$ cat src/rtl/ram_port_arbiter_if.sv
// ram_* handshake bundle shared by the masters' side and the bram_controller side.
// NUM_CH=1 gives the single bram_controller port; NUM_CH=N gives N packed master channels.
interface ram_port_arbiter_if #(
    parameter int DATA_WIDTH = 32,
    parameter int NUM_CH     = 1
);
    logic [NUM_CH*DATA_WIDTH-1:0] addr;
    logic [NUM_CH-1:0]            enable;
    logic [NUM_CH-1:0]            rw;
    logic [NUM_CH-1:0]            op_size;
    logic [NUM_CH-1:0]            finishes_op;
    logic [NUM_CH*DATA_WIDTH-1:0] write;
    logic [NUM_CH-1:0]            write_req_input;
    logic [DATA_WIDTH-1:0]        read;
    logic [NUM_CH-1:0]            read_valid;
    logic [NUM_CH-1:0]            last;

    modport master (
        output addr, enable, rw, op_size, finishes_op, write,
        input  write_req_input, read, read_valid, last
    );

    modport slave (
        input  addr, enable, rw, op_size, finishes_op, write,
        output write_req_input, read, read_valid, last
    );
endinterface

$ cat src/rtl/ram_port_arbiter.sv
// Round-robin N-master front end for the single bram_controller port,
// with abort handling and a BUSY watchdog.
module ram_port_arbiter #(
    parameter int DATA_WIDTH      = 32,
    parameter int NUM_MASTERS     = 4,
    parameter int MASTER_ID_WIDTH = 2,
    parameter int TIMEOUT_CYCLES  = 1023
) (
    input  logic                       clk,
    input  logic                       rst,
    ram_port_arbiter_if.slave          m_bus,
    ram_port_arbiter_if.master         ram_bus,
    output logic [NUM_MASTERS-1:0]     m_grant,
    output logic                       timeout_err,
    output logic [MASTER_ID_WIDTH-1:0] timeout_id
);
    typedef enum logic [1:0] {IDLE, BUSY, RELEASE} state_t;

    localparam bit          WD_ON   = (TIMEOUT_CYCLES != 0);
    localparam logic [15:0] WD_LAST = 16'(TIMEOUT_CYCLES - 1);

    state_t                     r_state, w_state_nxt;
    logic [NUM_MASTERS-1:0]     r_grant, w_grant_nxt, w_win_oh;
    logic [MASTER_ID_WIDTH-1:0] r_gidx, w_gidx_nxt;
    logic [MASTER_ID_WIDTH-1:0] r_rr_ptr, w_rr_nxt;
    logic [MASTER_ID_WIDTH-1:0] r_tid, w_tid_nxt;
    logic [MASTER_ID_WIDTH-1:0] w_win, w_idx;
    logic [15:0]                r_wdog, w_wdog_nxt;
    logic                       r_terr, w_terr_nxt;
    logic                       w_any, w_busy, w_g_en, w_timeout;

    // Scan downward so the last hit is the first requester after rr_ptr.
    always_comb begin
        w_any = 1'b0;
        w_win = r_rr_ptr;
        w_idx = '0;
        for (int k = NUM_MASTERS; k >= 1; k--) begin
            w_idx = MASTER_ID_WIDTH'((int'(r_rr_ptr) + k) % NUM_MASTERS);
            if (m_bus.enable[w_idx]) begin
                w_any = 1'b1;
                w_win = w_idx;
            end
        end
        w_win_oh = NUM_MASTERS'(1) << w_win;
    end

    assign w_busy    = (r_state == BUSY);
    assign w_g_en    = m_bus.enable[r_gidx];
    assign w_timeout = WD_ON && (r_wdog == WD_LAST);

    always_comb begin
        w_state_nxt = r_state;
        w_grant_nxt = r_grant;
        w_gidx_nxt  = r_gidx;
        w_rr_nxt    = r_rr_ptr;
        w_tid_nxt   = r_tid;
        w_wdog_nxt  = '0;
        w_terr_nxt  = 1'b0;
        unique case (r_state)
            IDLE: begin
                if (w_any) begin
                    w_state_nxt = BUSY;
                    w_gidx_nxt  = w_win;
                    w_grant_nxt = w_win_oh;
                end
            end
            BUSY: begin
                w_wdog_nxt = r_wdog + 16'd1;
                if (ram_bus.last[0] || !w_g_en || w_timeout) begin
                    w_state_nxt = RELEASE;
                    w_grant_nxt = '0;
                    w_rr_nxt    = r_gidx;
                    // ram_last and abort both outrank the watchdog
                    if (!ram_bus.last[0] && w_g_en) begin
                        w_terr_nxt = 1'b1;
                        w_tid_nxt  = r_gidx;
                    end
                end
            end
            RELEASE: w_state_nxt = IDLE;
            default: w_state_nxt = IDLE;
        endcase
    end

    always_ff @(posedge clk or posedge rst) begin
        if (rst) begin
            r_state  <= IDLE;
            r_grant  <= '0;
            r_gidx   <= '0;
            r_rr_ptr <= MASTER_ID_WIDTH'(NUM_MASTERS - 1);
            r_tid    <= '0;
            r_wdog   <= '0;
            r_terr   <= 1'b0;
        end else begin
            r_state  <= w_state_nxt;
            r_grant  <= w_grant_nxt;
            r_gidx   <= w_gidx_nxt;
            r_rr_ptr <= w_rr_nxt;
            r_tid    <= w_tid_nxt;
            r_wdog   <= w_wdog_nxt;
            r_terr   <= w_terr_nxt;
        end
    end

    always_comb begin
        ram_bus.addr        = m_bus.addr[int'(r_gidx)*DATA_WIDTH +: DATA_WIDTH];
        ram_bus.write       = m_bus.write[int'(r_gidx)*DATA_WIDTH +: DATA_WIDTH];
        ram_bus.rw          = m_bus.rw[r_gidx];
        ram_bus.op_size     = m_bus.op_size[r_gidx];
        ram_bus.finishes_op = m_bus.finishes_op[r_gidx];
        ram_bus.enable      = w_busy & w_g_en;
    end

    // r_grant is one-hot on the granted index exactly while BUSY
    assign m_bus.read            = ram_bus.read;
    assign m_bus.write_req_input = {NUM_MASTERS{w_busy & ram_bus.write_req_input[0]}} & r_grant;
    assign m_bus.read_valid      = {NUM_MASTERS{w_busy & ram_bus.read_valid[0]}} & r_grant;
    assign m_bus.last            = {NUM_MASTERS{w_busy & ram_bus.last[0]}} & r_grant;
    assign m_grant               = r_grant;
    assign timeout_err           = r_terr;
    assign timeout_id            = r_tid;
endmodule

$ cat src/flat_wrapper.sv
// flat-port wrapper written by rule: the top's interface ports become plain ports
module ram_port_arbiter_flat 
#(
    parameter int DATA_WIDTH      = 32,
    parameter int NUM_MASTERS     = 4,
    parameter int MASTER_ID_WIDTH = 2,
    parameter int TIMEOUT_CYCLES  = 1023
)
  (clk, rst, m_grant, timeout_err, timeout_id, m_bus_addr, m_bus_enable, m_bus_rw, m_bus_op_size, m_bus_finishes_op, m_bus_write, m_bus_write_req_input, m_bus_read, m_bus_read_valid, m_bus_last, ram_bus_addr, ram_bus_enable, ram_bus_rw, ram_bus_op_size, ram_bus_finishes_op, ram_bus_write, ram_bus_write_req_input, ram_bus_read, ram_bus_read_valid, ram_bus_last);
  ram_port_arbiter_if #(.DATA_WIDTH(DATA_WIDTH), .NUM_CH((4))) m_bus_i ();
  ram_port_arbiter_if #(.DATA_WIDTH(DATA_WIDTH), .NUM_CH(1)) ram_bus_i ();
  input  logic clk;
  input  logic rst;
  output logic [NUM_MASTERS-1:0] m_grant;
  output logic timeout_err;
  output logic [MASTER_ID_WIDTH-1:0] timeout_id;
  input wire logic [$bits(m_bus_i.addr)-1:0] m_bus_addr;
  input wire logic [$bits(m_bus_i.enable)-1:0] m_bus_enable;
  input wire logic [$bits(m_bus_i.rw)-1:0] m_bus_rw;
  input wire logic [$bits(m_bus_i.op_size)-1:0] m_bus_op_size;
  input wire logic [$bits(m_bus_i.finishes_op)-1:0] m_bus_finishes_op;
  input wire logic [$bits(m_bus_i.write)-1:0] m_bus_write;
  output wire logic [$bits(m_bus_i.write_req_input)-1:0] m_bus_write_req_input;
  output wire logic [$bits(m_bus_i.read)-1:0] m_bus_read;
  output wire logic [$bits(m_bus_i.read_valid)-1:0] m_bus_read_valid;
  output wire logic [$bits(m_bus_i.last)-1:0] m_bus_last;
  output wire logic [$bits(ram_bus_i.addr)-1:0] ram_bus_addr;
  output wire logic [$bits(ram_bus_i.enable)-1:0] ram_bus_enable;
  output wire logic [$bits(ram_bus_i.rw)-1:0] ram_bus_rw;
  output wire logic [$bits(ram_bus_i.op_size)-1:0] ram_bus_op_size;
  output wire logic [$bits(ram_bus_i.finishes_op)-1:0] ram_bus_finishes_op;
  output wire logic [$bits(ram_bus_i.write)-1:0] ram_bus_write;
  input wire logic [$bits(ram_bus_i.write_req_input)-1:0] ram_bus_write_req_input;
  input wire logic [$bits(ram_bus_i.read)-1:0] ram_bus_read;
  input wire logic [$bits(ram_bus_i.read_valid)-1:0] ram_bus_read_valid;
  input wire logic [$bits(ram_bus_i.last)-1:0] ram_bus_last;
  assign m_bus_i.addr = m_bus_addr;
  assign m_bus_i.enable = m_bus_enable;
  assign m_bus_i.rw = m_bus_rw;
  assign m_bus_i.op_size = m_bus_op_size;
  assign m_bus_i.finishes_op = m_bus_finishes_op;
  assign m_bus_i.write = m_bus_write;
  assign m_bus_write_req_input = m_bus_i.write_req_input;
  assign m_bus_read = m_bus_i.read;
  assign m_bus_read_valid = m_bus_i.read_valid;
  assign m_bus_last = m_bus_i.last;
  assign ram_bus_addr = ram_bus_i.addr;
  assign ram_bus_enable = ram_bus_i.enable;
  assign ram_bus_rw = ram_bus_i.rw;
  assign ram_bus_op_size = ram_bus_i.op_size;
  assign ram_bus_finishes_op = ram_bus_i.finishes_op;
  assign ram_bus_write = ram_bus_i.write;
  assign ram_bus_i.write_req_input = ram_bus_write_req_input;
  assign ram_bus_i.read = ram_bus_read;
  assign ram_bus_i.read_valid = ram_bus_read_valid;
  assign ram_bus_i.last = ram_bus_last;
  ram_port_arbiter #(.DATA_WIDTH(DATA_WIDTH), .NUM_MASTERS(NUM_MASTERS), .MASTER_ID_WIDTH(MASTER_ID_WIDTH), .TIMEOUT_CYCLES(TIMEOUT_CYCLES)) u_core (.clk(clk), .rst(rst), .m_bus(m_bus_i), .ram_bus(ram_bus_i), .m_grant(m_grant), .timeout_err(timeout_err), .timeout_id(timeout_id));
endmodule
$ cat config.mk
export PLATFORM = sky130hd
export DESIGN_NAME = ram_port_arbiter_flat
export DESIGN_NICKNAME = d
export VERILOG_FILES = /design/src/rtl/ram_port_arbiter_if.sv /design/src/rtl/ram_port_arbiter.sv /design/src/flat_wrapper.sv
export SDC_FILE = /design/constraint.sdc
export NUM_CORES = 1
export LEC_CHECK = 0
export BUFFER_PORTS_ARGS = -buffer_cell sky130_fd_sc_hd__buf_2
export CORE_AREA = 2 2 168 170
export CTS_CLUSTER_SIZE = 20
export DETAILED_ROUTE_END_ITERATION = 7
export DIE_AREA = 0 0 170 172
export PLACE_DENSITY_LB_ADDON = 0.1
export SETUP_SLACK_MARGIN = 0.4
export SKIP_CTS_REPAIR_TIMING = 1
export SYNTH_ARGS = -nofsm -noshare
export SYNTH_HDL_FRONTEND = slang
export SYNTH_SLANG_ARGS = --single-unit
$ cat constraint.sdc
create_clock -name clk -period 5.4 [get_ports clk]
set_input_delay 1.08 -clock clk [delete_from_list [all_inputs] [get_ports clk]]
set_output_delay 1.08 -clock clk [all_outputs]
set_load 0.05 [all_outputs]
==> results.py, run 1 <==
metrics = {
    "yosys": {
        "synth_top_cell_area_share_pct": 45.8,
        "synth_edf_count": 0,
        "synthTopCellsByArea": "mux4_2 46%, dfrtp_1 20%, buf_4 7.2%",
        "yosys.cell_types.count": 39,
        "synth-main-ff-cell": "dfrtp_1",
        "syn_area_per_cell_um2": 12.6,
        "async_flop_share_pct": 100,
        "yosysSeqAreaShare_pct": 21.8,
        "syn_nets": 577,
        "yosysTopAreaCell": "mux4_2",
        "synth_cells": 266,
        "yosys_warnings": 0,
        "synth_area_um2": 3340,
        "ys_seq_elements": 29,
    },
    "clocking": {
        "htreeDepth": 2,
        "clkTransAtPathRegs_ns": 0.05,
        "cts_tree": "yes",
        "clockBufferDepth": 2,
        "cts.sinks": 29,
        "numCtsBuffers": 5,
        "cts_root_buffer": "clkbuf_16",
        "clock_latency_ns": 0.27,
    },
    "global_route": {
        "overflow": 0,
        "grt_pass1_wl_um": 31200,
        "grt_max_degree": 72,
        "grt_pass1_vias": 3954,
        "gr-usage-all-layers_pct": 15.5,
        "antenna_found_initial": 17,
    },
    "sta": {
        "whs_ns": 0.477,
        "finalMaxSlewViolations": 0,
        "fin_crit_sh_pct": 65.6,
        "slew_headroom_pct": 30.9,
        "worst_pin_slew_ns": 1.04,
        "period_minus_slack_ns": 3.54,
        "fmax_ghz": 0.282,
        "fin_tns_setup_ns": 0,
        "hold_viol_final": 0,
        "setup_viol": 0,
        "finClkSkew_ns": 0.00963,
        "rsz0062_at_grt": "no",
    },
    "final_layout": {
        "fin_util_pct": 19.8,
        "nets": 896,
        "layout_commonest_cell": "buf_2",
        "drive_gt1_share_pct": 77.5,
        "area_growth_pct": 62.8,
        "fillers": 3076,
        "layout_common_cells": "363 x buf_2, 68 x mux4_2, 25 x dfrtp_1",
    },
    "placement": {
        "gp_congestion": 0.832,
        "post-dp-hpwl_um": 22000,
        "portBuffers": 363,
    },
    "power": {
        "cellLeakagePower_uw": 0.00265,
        "power_frac_seq_pct": 15.3,
        "combPwrFrac_pct": 76.6,
        "peakVddDrop_mv": 0.263,
        "p_total_uw": 3250,
        "clockPowerShare_pct": 8.1,
        "p_sw_uw": 1990,
        "p_sw_share_pct": 61.2,
        "powerDensity_nw_per_um2": 598,
        "power.internal_uw": 1260,
    },
    "drt": {
        "remaining_drc_errors": 0,
        "drtIter0Drc": 193,
        "vias_per_cell": 4.18,
        "detail_route.first_pass.iterations": 4,
        "wl_per_cell_um": 26.3,
        "ant_nets": 0,
        "wl_um": 24700,
        "vias": 3923,
    },
    "floorplan": {
        "dieArea_um2": 29200,
        "placeableCoreArea_um2": 27500,
        "rows": 61,
        "die_x_um": 170,
        "start_util_pct": 12.2,
        "dieHeight_um": 172,
        "io_pins": 428,
    },
    "worst_hold_path": {
        "min_from": "u_core.r_wdog[0]$_DFF_PP0_",
        "hold_depth": 1,
        "min_path_type": "flop to flop",
        "min_to": "u_core.r_wdog[0]$_DFF_PP0_",
    },
    "critical_path": {
        "setup.worst_path.end_class": "primary output",
        "critical_path_class": "flop to primary output",
        "start_kind": "flop",
        "rrSetupSlack_ns": 2.72,
        "timing.rr.end": "u_core.timeout_id[0]$_DFFE_PP0P_",
        "r2r_cells": 4,
        "cp.required_ns": 4.32,
        "crit_path_max_fanout": 71,
        "crit_arrival_ns": 2.46,
        "r2r-start": "u_core.r_gidx[1]$_DFFE_PP0P_",
    },
    "run_status": {
        "status": "completed",
    },
    "run": {
        "max_cap_violations": 0,
    },
}
[cell type report]
cell class / instances / area [um2] / area share (%)
multi-input cells: 175 / 2240 / 41.2
repair buffers: 365 / 1840 / 33.9
flip-flops and latches: 29 / 736 / 13.5
well taps: 346 / 433 / 7.95
clock buffers: 7 / 133 / 2.44
inverters: 9 / 33.8 / 0.621
diodes: 6 / 15.0 / 0.276
clock inverters: 1 / 5.00 / 0.0919
[cell families (layout without fill, tap and decap cells)]
kind of cell	Yosys count	in the layout	synth area share [%]
xor gates and xnor gates	10	10	2.62
AOI/OAI and AO/OA	21	21	4.83
buffers and inverters	62	382	11.1
and+or+nand+nor	69	69	11.4
other	0	6	0
DFF	29	29	21.8
adders and majority gates	2	2	0.748
muxes	73	73	47.5
[per-stage QoR]
stage | std cells | setup WS [ns] | instance area [um2]
2_1_floorplan | 266 | 2.53 | 3340
3_3_place_gp | 924 | 2.09 | 5290
3_5_place_dp | 924 | 2.11 | 5290
4_1_cts | 932 | 1.80 | 5430
5_1_grt | 934 | 1.75 | 5430
6_report | 938 | 1.86 | 5440
[flip-flops by register name (all words and copies together), names as in the netlist]
register and flops:
u_core.r_wdog 16, u_core.m_grant 4, u_core.r_gidx 2, u_core.r_rr_ptr 2, u_core.r_state 2, u_core.timeout_id 2, u_core.timeout_err 1
[cells in the mapped netlist (2+ instances only)]
library cell  instances
nand2_1               6
buf_2                 9
or3_1                 5
nand4_1               8
ha_1                  2
o32ai_1               2
nor3_1                4
dfstp_2               2
dfrtp_1              27
buf_4                32
and3_1               14
o21ai_0               5
inv_1                 8
and4_1                2
clkbuf_1             10
mux4_2               68
xnor2_1               2
o22ai_1               2
o21bai_1              2
mux2_2                5
xor2_1                8
a21oi_1               5
nor2_1               14
nand3_1               5
nor2b_1               5
[metal layers]
layer	GRT usage (%)	wire length (um)
met1	21.5	10200
met2	22.9	11000
met3	6.18	3220
met4	2.34	232
met5	0	61
[worst max-delay path: stages (launching register included)]
cell	delay [ns]
dfrtp_4	1.03
mux4_2	0.70
nand2_2	0.13
inv_2	0.06
buf_2	0.21
[worst max path at each step]
stage / start / endpoint / cells after the start
CTS: u_core.r_gidx[1]$_DFFE_PP0P_ / ram_bus_enable / 4
detailed placement: u_core.r_gidx[1]$_DFFE_PP0P_ / ram_bus_enable / 4
finish: u_core.r_gidx[1]$_DFFE_PP0P_ / ram_bus_enable / 4
global route: u_core.r_gidx[1]$_DFFE_PP0P_ / ram_bus_enable / 4
floorplan: m_bus_enable[3] / ram_bus_enable / 3
global placement: u_core.r_gidx[1]$_DFFE_PP0P_ / ram_bus_enable / 4
[power by group through the flow]
stage / Combinational (uW) / Sequential, uW / Clock [uW]
finish: 2490 / 498 / 262
global route: 2600 / 527 / 281
CTS: 2530 / 513 / 268
detailed placement: 2510 / 515 / 0
global placement: 2520 / 511 / 0
floorplan: 2070 / 349 / 0
Power figures use the tool's default switching activity.
==> inputs of run 2 (changes only) <==
--- a/config.mk
+++ b/config.mk
@@ -5,6 +5,7 @@
 export SDC_FILE = /design/constraint.sdc
 export NUM_CORES = 1
 export LEC_CHECK = 0
+export ABC_AREA = 1
 export BUFFER_PORTS_ARGS = -buffer_cell sky130_fd_sc_hd__buf_2
 export CORE_AREA = 2 2 168 170
 export CTS_CLUSTER_SIZE = 20
==> constraint.sdc (replaced) <==
create_clock -name clk -period 3.1 [get_ports clk]
set_input_delay 0.62 -clock clk [delete_from_list [all_inputs] [get_ports clk]]
set_output_delay 0.62 -clock clk [all_outputs]
set_load 0.05 [all_outputs]
==> results.py, run 2 <==
metrics = {
    "run_status": {
        "status": "completed",
    },
    "yosys": {
        "async_flop_share_pct": 100,
        "synthMuxAreaShare_pct": 0,
        "synth_area_um2": 3740,
        "yosysTopAreaCell": "dfrtp_1",
        "syn_area_per_cell_um2": 5.77,
        "synth-adder-area-share_pct": 0.668,
        "syn_nets": 960,
        "synth_top_family_by_area": "compound AO/OA/AOI/OAI gates",
        "yosys_warnings": 0,
        "synth_top_cell_area_share_pct": 18.0,
        "yosys.cell_types.count": 33,
        "ys_seq_elements": 29,
        "yosysMostFrequentCell": "nor2_1",
        "synth-compound-area-share_pct": 32.0,
        "synth-main-ff-cell": "dfrtp_1",
        "synth_cells": 649,
        "synth_simple_gate_area_share_pct": 31.6,
        "synth_edf_count": 0,
        "ys_top_cells_by_count": "165 x nor2_1, 135 x o21ai_0, 67 x nand2_1, 67 x o22ai_1, 39 x buf_4",
        "yosysSeqAreaShare_pct": 19.4,
        "synthXorXnorAreaFrac_pct": 0.702,
        "synthTopCellsByArea": "dfrtp_1 18%, o21ai_0 18%, nor2_1 17%",
    },
    "sta": {
        "fin_crit_sh_pct": 83.6,
        "finClkSkew_ns": 0.00621,
        "period_minus_slack_ns": 2.59,
        "rsz0062_at_grt": "no",
        "setup_viol": 0,
        "fin_tns_setup_ns": 0,
        "hold_viol_final": 0,
        "finalMaxSlewViolations": 0,
        "fmax_ghz": 0.386,
        "slew_headroom_pct": 64.6,
        "worst_pin_slew_ns": 0.531,
    },
    "drt": {
        "detail_route.first_pass.iterations": 4,
        "ant_nets": 0,
        "vias_per_cell": 4.26,
        "vias": 5588,
        "wl_per_cell_um": 19.7,
        "remaining_drc_errors": 0,
        "drtIter0Drc": 226,
        "wl_um": 25800,
    },
    "critical_path": {
        "start_kind": "flop",
        "setup.worst_path.end_class": "primary output",
        "cp_slowest_stage_delay_ns": 0.54,
        "critical_path_class": "flop to primary output",
        "cp_slowest_cell": "dfrtp_4",
        "crit_arrival_ns": 1.97,
        "rrSetupSlack_ns": 1.25,
        "crit_path_max_fanout": 32,
        "cp_cell_sequence": "inv_8 -> buf_4 -> o21ai_0 -> o22ai_1 -> buf_12",
        "r2r-start": "u_core.r_gidx[0]$_DFFE_PP0P_",
        "cp.required_ns": 2.48,
        "startpoint": "u_core.r_gidx[0]$_DFFE_PP0P_",
    },
    "clocking": {
        "clkTransAtPathRegs_ns": 0.05,
        "htreeDepth": 2,
        "clock_latency_ns": 0.27,
        "cts_root_buffer": "clkbuf_16",
        "cts.sinks": 29,
        "numCtsBuffers": 5,
        "cts_tree": "yes",
        "clockBufferDepth": 2,
    },
    "placement": {
        "portBuffers": 363,
        "post-dp-hpwl_um": 20900,
        "gp_congestion": 0.864,
    },
    "power": {
        "cellLeakagePower_uw": 0.00315,
        "powerDensity_nw_per_um2": 1340,
        "p_total_uw": 8530,
        "peakVddDrop_mv": 0.664,
    },
    "final_layout": {
        "nets": 1265,
        "layout_commonest_cell": "buf_2",
        "layout_common_cells": "334 x buf_2, 165 x nor2_1, 135 x o21ai_0",
        "drive_gt1_share_pct": 43.8,
        "area_growth_pct": 69.9,
        "regMostFlops": "u_core.r_wdog",
        "largest_reg_flops": 16,
    },
    "floorplan": {
        "io_pins": 428,
        "start_util_pct": 13.6,
        "dieArea_um2": 29200,
        "dieHeight_um": 172,
        "placeableCoreArea_um2": 27500,
        "die_x_um": 170,
        "rows": 61,
    },
    "global_route": {
        "grt_pass1_vias": 5512,
        "antenna_found_initial": 12,
        "grt_pass1_wl_um": 35900,
        "grt_max_degree": 138,
        "gr-usage-all-layers_pct": 16.7,
        "overflow": 0,
    },
    "worst_hold_path": {
        "min_path_type": "primary input to async pin",
    },
    "run": {
        "max_cap_violations": 0,
    },
}
==> run 2: changes by cell type after synthesis, moves of 7 or more <==
cell | before | now
o22ai_1 | 2 | 67
o21ai_0 | 5 | 135
and3_1 | 14 | 0
inv_1 | 8 | 29
nor2_1 | 14 | 165
mux4_2 | 68 | 0
nand2_2 | 1 | 9
nand2_1 | 6 | 67
o21ai_1 | 0 | 9
clkbuf_1 | 10 | 32
buf_4 | 32 | 39
nand3_1 | 5 | 22
==> run 2: final timing paths <==
check,to,cells past startpoint
setup / recovery,ram_bus_write[23],5
setup reg to reg,u_core.timeout_id[1]$_DFFE_PP0P_,9
hold reg to reg,u_core.r_rr_ptr[1]$_DFFE_PP1P_,2
hold / removal,u_core.timeout_err$_DFF_PP0_,2
min in group clk,u_core.r_rr_ptr[1]$_DFFE_PP1P_,2
max in group asynchronous,u_core.r_wdog[10]$_DFF_PP0_,3
==> run 2: worst max-delay path: cells and delay by family, from the launching register on <==
family          cells  cell delay [ns]
compound gates      2             0.52
buf+inv             3             0.62
flops               1             0.54
==> run 2: final cells by class <==
| class | count | area [um2] |
|---|---|---|
| fillers | 3202 | 21100 |
| diodes | 10 | 25.0 |
| flip-flops and latches | 29 | 733 |
| well taps | 346 | 433 |
| multi-input cells | 507 | 2480 |
| clock buffers | 8 | 146 |
| inverters | 34 | 135 |
| repair buffers | 377 | 2410 |
==> run 2: kinds of logic after synthesis <==
logic type | after synthesis
buffers and inverters | 113
xor gates and xnor gates | 3
and+or+nand+nor | 281
DFF | 29
AOI/OAI and AO/OA | 221
adders and majority gates | 2
==> run 2: metrics by stage <==
stage               hold slack (ns)  utilization [%]  instance area, um2  setup slack, ns  std cells
floorplan                     0.473                -                3740            0.635        649
global placement              0.495             22.2                6100            0.600       1292
detailed placement            0.506             22.2                6100            0.571       1292
CTS                           0.388             22.7                6240            0.278       1300
global route                  0.417             23.1                6360            0.416       1310
finish                        0.377             23.2                6360            0.509       1311
==> run 2: metal layers <==
layer,GRT usage [%],wire (um),up-vias
li1,-,-,2801
met1,21.5,11300,2518
met2,26.3,11400,233
met3,6.68,2820,30
met4,3.49,268,6
met5,0,34,-
==> run 2: power breakdown <==
group	leakage, uW	total (uW)	switching, uW	internal [uW]
clock network	0.0000712	476	157	319
registers	0.000385	575	109	466
logic	0.00269	7480	5170	2310
